## src/rtl/pc_unit.sv

```systemverilog
// Program-counter stage of the multicycle CPU: holds the architectural PC, evaluates
// the BNE/BLT/BLE condition, selects the next PC and keeps debug fetch/taken counters.
module pc_unit #(
    parameter int               WIDTH       = 32,
    parameter logic [WIDTH-1:0] RESET_PC    = '0,
    parameter int               JUMP_BITS   = 26,
    parameter int               TAKEN_CNT_W = 16
) (
    input  logic                   clk_i,
    input  logic                   reset_i,
    input  logic                   pc_write_i,
    input  logic                   pc_write_cond_i,
    input  logic [1:0]             pc_source_i,
    input  logic [5:0]             opcode_i,
    input  logic [WIDTH-1:0]       reg_a_i,
    input  logic [WIDTH-1:0]       reg_b_i,
    input  logic [WIDTH-1:0]       alu_result_i,
    input  logic [WIDTH-1:0]       alu_out_i,
    input  logic [JUMP_BITS-1:0]   instr_imm_i,
    output logic [WIDTH-1:0]       pc_o,
    output logic [WIDTH-1:0]       pc_next_o,
    output logic                   branch_taken_o,
    output logic [WIDTH-1:0]       fetch_count_o,
    output logic [TAKEN_CNT_W-1:0] taken_count_o
);

    typedef enum logic [1:0] {
        SRC_ALU_RESULT = 2'b00,
        SRC_ALU_OUT    = 2'b01,
        SRC_JUMP       = 2'b10,
        SRC_HOLD       = 2'b11
    } pc_src_e;

    localparam logic [WIDTH-1:0]       FETCH_ONE = WIDTH'(1);
    localparam logic [TAKEN_CNT_W-1:0] TAKEN_ONE = TAKEN_CNT_W'(1);

    logic [WIDTH-1:0]       pc_q, pc_d, pc_next;
    logic                   branch_taken_q, branch_taken_d;
    logic [WIDTH-1:0]       fetch_count_q, fetch_count_d;
    logic [TAKEN_CNT_W-1:0] taken_count_q, taken_count_d;
    pc_src_e                src;
    logic                   cond, load, taken_evt, fetch_evt;

    assign src = pc_src_e'(pc_source_i);

    // NOTE: every variable gets a default before the case so no latch is inferred.
    always_comb begin
        cond = 1'b0;
        if (opcode_i[5:4] == 2'b10) begin
            case (opcode_i[1:0])
                2'b01:   cond = (reg_a_i != reg_b_i);
                2'b10:   cond = ($signed(reg_a_i) <  $signed(reg_b_i));
                2'b11:   cond = ($signed(reg_a_i) <= $signed(reg_b_i));
                default: cond = 1'b0;
            endcase
        end
    end

    // Jump keeps the upper bits of the already-incremented PC; word-addressed.
    always_comb begin
        pc_next = pc_q;
        case (src)
            SRC_ALU_RESULT: pc_next = alu_result_i;
            SRC_ALU_OUT:    pc_next = alu_out_i;
            SRC_JUMP:       pc_next = {pc_q[WIDTH-1:JUMP_BITS], instr_imm_i};
            default:        pc_next = pc_q;
        endcase
    end

    assign load      = pc_write_i | (pc_write_cond_i & cond);
    assign taken_evt = pc_write_cond_i & cond & ~pc_write_i & (src != SRC_HOLD);
    assign fetch_evt = pc_write_i & (src == SRC_ALU_RESULT);

    always_comb begin
        pc_d           = load ? pc_next : pc_q;
        branch_taken_d = taken_evt;
        fetch_count_d  = fetch_count_q;
        taken_count_d  = taken_count_q;
        if (fetch_evt && (fetch_count_q != '1)) begin
            fetch_count_d = fetch_count_q + FETCH_ONE;
        end
        if (taken_evt && (taken_count_q != '1)) begin
            taken_count_d = taken_count_q + TAKEN_ONE;
        end
    end

    // NOTE: sequential state uses non-blocking assignments so all registers see pre-edge values.
    always_ff @(posedge clk_i or posedge reset_i) begin
        if (reset_i) begin
            pc_q           <= RESET_PC;
            branch_taken_q <= 1'b0;
            fetch_count_q  <= '0;
            taken_count_q  <= '0;
        end else begin
            pc_q           <= pc_d;
            branch_taken_q <= branch_taken_d;
            fetch_count_q  <= fetch_count_d;
            taken_count_q  <= taken_count_d;
        end
    end

    assign pc_o           = pc_q;
    assign pc_next_o      = pc_next;
    assign branch_taken_o = branch_taken_q;
    assign fetch_count_o  = fetch_count_q;
    assign taken_count_o  = taken_count_q;

endmodule
```

## config.mk

```make
export PLATFORM = sky130hd
export DESIGN_NAME = pc_unit
export DESIGN_NICKNAME = d
export VERILOG_FILES = /design/src/rtl/pc_unit.sv
export SDC_FILE = /design/constraint.sdc
export NUM_CORES = 1
export LEC_CHECK = 0
export CORE_AREA = 2 2 112 114
export CTS_CLUSTER_SIZE = 30
export DETAILED_ROUTE_END_ITERATION = 10
export DIE_AREA = 0 0 114 116
export PLACE_DENSITY = 0.87
export SETUP_SLACK_MARGIN = 0.2
export SLEW_MARGIN = 10
export SYNTH_ARGS = -nofsm -noshare
export SYNTH_HDL_FRONTEND = slang
export SYNTH_SLANG_ARGS = --single-unit
export TNS_END_PERCENT = 20
```

## constraint.sdc

```tcl
create_clock -name clk_i -period 7.6 [get_ports clk_i]
set_input_delay 1.52 -clock clk_i [delete_from_list [all_inputs] [get_ports clk_i]]
set_output_delay 1.52 -clock clk_i [all_outputs]
set_load 0.01 [all_outputs]
```

== Word level (Yosys, flattened, before mapping) ==
Index checks and enable logic that the tools add are counted.

* Word-level logic and storage cells: 30
* Output and inout bits: 113
* Bits in writable memories: 0
* Register bits: 81
* Memory bits (read-only): 0
* Memories kept: 0
* Input port bits: 166
* Latch bits: 0

* Equality and inequality tests: 10
* Shift-type cells: 0
* Multiply operators: 0
* Order comparisons: 2
* Muxes and demuxes: 3
* Divide/modulo/power cells: 0
* Bitwise operators: 6
* Reduce and logical (&&, ||, !) cells: 3
* Add/subtract/negate cells: 2

{| class="wikitable"
|+ Operators by type and width
! operator !! count
|-
| case mux 32 bit (3 select lines) || 1
|-
| adder 32 x 1 -> 32 bit, second input constant || 1
|-
| less-or-equal comparator 32 bit || 1
|-
| less-than comparator 32 bit || 1
|-
| != test 32 bit || 1
|-
| != test 32 bit, second input constant || 1
|-
| adder 16 x 1 -> 16 bit, second input constant || 1
|-
| != test 16 bit, second input constant || 1
|-
| equality test 2 bit, second input constant || 4
|-
| AND 1 bit || 4
|-
| equality test 2 x 1 -> 1 bit, second input constant || 2
|-
| case mux 1 bit (3 select lines) || 1
|-
| logical AND 1 bit || 2
|-
| logical NOT 2 bit || 1
|-
| != test 2 bit, second input constant || 1
|-
| two-way mux 1 bit || 1
|-
| inverter 1 bit || 1
|-
| OR 1 bit || 1
|}

== Depth between registers and ports, before layout ==
* Word-level depth: 7
* Mapped depth: 11
* Gate-level depth less buffers: 10

== Worst setup path before layout ==
No wires, ideal clock.

* Kind: input to output
* Start: input pc_source_i[0]
* End: output pc_next_o[10]
* Setup slack: 3.143 ns
* Data arrival time: 2.937 ns
* Stages on the path: 3
* Path through: clkbuf_1 -> buf_1 -> mux4_2

* Cells in the longest elaborated chain, start to end: 2
* Elaborated cells between the ends (all ways): 4

{| class="wikitable"
|+ RTL lines
! element !! line !! source
|-
| from (decl) || 13 || <nowiki>input logic [1:0] pc_source_i,</nowiki>
|-
| equality test 2 bit, or another cell as far along || 62 || <nowiki>case (src)</nowiki>
|-
| case mux 32 bit (3 select lines) * || 62 ||
|-
| to (decl) || 21 || <nowiki>output logic [WIDTH-1:0] pc_next_o,</nowiki>
|}

Every way passes the cells marked *; elsewhere a longest branch is shown, timed or not.

== Worst setup path after layout ==
* Start: input pc_source_i[0]
* End: output pc_next_o[12]

Same word-level chain as after synthesis.

==> impl_results.md <==
- Status: complete, no violations
- GRT met2 Usage: between 40% and 50%
- Diode count: 0
- Combinational group share of total power: approximately a third
- Final wirelength: between 15 and 20 mm
- Setup crit start kind: input pin
- Die extent in y: 116 um
- Number of iterations in the first detailed-routing pass: 4
- Number of synthesized flops with an enable pin: 0
- Global-route wire length before repair: 25.5 mm
- X dimension of the die: between 100 and 150 um
- Startpoint of the worst register-to-register path: taken_count_o[0]
- Final hold vios: 0
- Antenna violations before repair: 3
- Setup repair after global routing missed its margin: no
- Clock Pin Slew Worst Setup and Hold Paths: 0.06 ns
- Area growth from synthesis to final layout: 63.2%
- Number of instances in the synthesized netlist: 450
- CP Launch Point: pc_source_i[0]
- Number of vias after detailed routing: about 4,700
- Worst setup path category: input pin to output port
- Final count of negative-setup-slack endpoints: 0
- Number of max-cap violations: 0
- Number of setup buffers added after CTS: 0
- Wire per inst: 18.6 um
- Power density over cell area: around 180 nW/um^2
- Endpoint of the worst setup timing path: pc_next_o[12]
- Peak-usage layer in the global routing report: met2
- Max Buffers Root-to-Sink: 2
- Cell count after placement: about 860
- Worst setup EP type: output port
- Class of the most critical hold timing path: flop to flop
- Area of the die: 13,200 um^2
- Worst r2r dst: taken_count_o[1]
- GR Layer Usage met1: approximately 29%
- Portion of the post-synthesis area used by sequential elements: between 30% and 40%
- Top Ports: between 200 and 300
- Post-layout net count: 927
- Register-to-register setup slack: 4.92 ns
- Power share of the clock group: between 30% and 40%
- Peak supply drop: between 0.15 and 0.2 mV
- Root buffer cell: clkbuf_16
- Post-detailed-placement half-perimeter wirelength: 13.1 mm
- Number of buffers added by the clock tree synthesis step: 9
- Global route total overflow: 0
- Nets in the synthesized netlist: 650
- Share of final-layout standard cells stronger than drive strength 1: between 10% and 20%
- Post-synthesis cell type count: 45
- Cell Int Power: between 1 and 1.5 mW
- Synthesized area per cell: between 10 and 15 um^2
- # rows: 40
- Sequential share of power: between 30% and 40%
- Max-slew headroom at the worst pin: approximately a third
- Filler-free cell count of the finished design: 879
- Sum of internal, switching and leakage power: between 1 and 1.5 mW
- Slew of the pin with the lowest slew margin: ~1.0 ns
- Starting density of the core: about 43%
- Number of warnings printed during yosys synthesis: 0
- Clock tree from TritonCTS: yes
- Cell area after synthesis: 5090 um^2
- Met3 layer usage reported by global route: 7.11%
- Remaining design rule violation count: 0
- GRT Total Usage: around 25%
- Cell area after layout: 8300 um^2
- Highest fanout seen on the critical path: 22
- Worst-case reg-to-reg path depth: 8
- Setup TNS Final: 0 ns
- Placement-stage cell area: between 7000 and 8000 um^2
- Final Wtd Congestion: between 0.8 and 0.9
- Leakage: roughly 3.6 nW
- Number of instances resized during post-cts repair: 0
- Number of vias per cell after detailed routing: around 5.4
- NetSw: 0.424 mW
- Net switching fraction of the power: around 28%
- Number of DRC violations after detailed-routing iteration 0: 220
- Vias in the first global route: around 4,900
- Area inside the core boundary: between 10,000 and 15,000 um^2
- Arr. time, crit path: ~3.5 ns
- Buffers added on ports: about 280
- Total of flip-flops plus latches after synthesis: about 80
- Clock period minus worst slack: roughly 5 ns
- Largest net degree at the start of global routing: 82
- Maximum frequency from static timing analysis: roughly 200 MHz
- Post-route clock period utilization: 65.4%
- Fin Hold WS: approximately 0.48 ns
- Main flop type after synthesis: dfrtp_1
- Number of nets still failing antenna checks after routing: 0
- Crit path required time: between 6 and 7 ns
- Fin Clk Skew: between 0.007 and 0.008 ns
- Clock latency on the worst-skew pair: between 0.3 and 0.4 ns
- Pins over their slew limit: 0
- Fill cell total of the finished layout: slightly below 900
- # clock sinks: 81
- Count of hold-fix buffers inserted at cts: 0
- Async SR Flop Fraction: between 90% and 100%
- H-Tree Depth: 3
cell usage in the layout (no fill, tap or decap), types with 7 or more instances in the layout:
master | Yosys | layout
xor2_1 | 23 | 23
and4_1 | 7 | 7
inv_1 | 36 | 35
o21ai_0 | 10 | 10
nand4_1 | 16 | 16
mux4_2 | 26 | 26
clkbuf_16 | 0 | 9
nor3_1 | 12 | 12
xnor2_1 | 25 | 25
mux2_2 | 33 | 33
nand3_1 | 22 | 22
clkdlybuf4s50_1 | 0 | 274
ha_1 | 34 | 34
dfrtp_1 | 81 | 81
a21oi_1 | 13 | 13
nand2_1 | 40 | 40
nor2_1 | 14 | 14
layout make-up:
| class | instances | area [um^2] | share of cell area (%) |
|---|---|---|---|
| repair buffers | 279 | 2780 | 33.4 |
| multi-input cells | 320 | 2850 | 34.3 |
| flip-flops and latches | 81 | 2030 | 24.4 |
| well taps | 147 | 184 | 2.22 |
| clock buffers | 9 | 225 | 2.71 |
| clock inverters | 7 | 109 | 1.31 |
| inverters | 36 | 136 | 1.64 |
cell usage after synthesis (all sizes together) (6+ instances only):
cell type	n	share of area, %
o21ai	10	0.98
nand2	40	3.0
ha	34	8.4
xor2	23	4.0
mux2i	6	1.2
nand3	22	2.2
nor2	15	1.2
and2	6	0.74
nand4	17	2.2
and4	7	1.2
buf	8	1.2
dfrtp	81	40
mux4	26	12
inv	36	2.7
a21oi	13	1.3
nor3	12	1.2
mux2	34	7.5
xnor2	25	4.3
worst min path at each step:
stage	startpoint	end	slack, ns	cells after the start
global route	fetch_count_o[20]	fetch_count_o[20]	0.51	1
detailed placement	fetch_count_o[29]	fetch_count_o[29]	0.48	1
CTS	taken_count_o[9]	taken_count_o[9]	0.49	1
floorplan	taken_count_o[11]	taken_count_o[11]	0.51	1
global placement	taken_count_o[11]	taken_count_o[11]	0.48	1
finish	taken_count_o[9]	taken_count_o[9]	0.48	1
worst max-delay path: stages:
cell and delay, ns:
buf_2 0.33, buf_4 0.45, mux4_2 0.58, clkdlybuf4s50_1 0.55
state kept, by name, summed over array words and instances (netlist names):
register        count
pc_o               32
fetch_count_o      32
taken_count_o      16
branch_taken_o      1
stage by stage:
stage          utilization (%)  setup slack (ns)
2_1_floorplan                -              3.14
3_3_place_gp              66.9              2.58
3_5_place_dp              66.9              2.58
4_1_cts                   69.7              2.58
5_1_grt                   69.7              2.49
6_report                  69.7              2.63
power by group through the flow:
stage                     sequential, mW  combinational, mW  clock [mW]
final                              0.537              0.470       0.486
after detailed placement           0.544              0.471           0
after global placement             0.540              0.460           0
after floorplan                    0.557              0.170           0
after CTS                          0.537              0.474       0.496
after global routing               0.544              0.500       0.515
routing by layer:
metal	vias to the layer above	wire length [um]	part of all wire [%]
met5	-	44	0.27
met4	6	462	2.8
met3	42	1280	7.8
met2	185	8180	50
li1	2188	-	-
met1	2308	6410	39
kinds of logic (layout without fill, tap and decap cells):
group	after synthesis	count (layout)	synth area share (%)
buffers and inverters	49	331	4.21
adder cells (fa/ha/maj)	34	34	8.36
flip-flops	81	81	39.9
XOR/XNOR	48	48	8.27
AO/OA/AOI/OAI	35	35	4.87
AND/OR/NAND/NOR	137	137	14.2
multiplexers	66	66	20.2
Power figures use the tool's default switching activity.
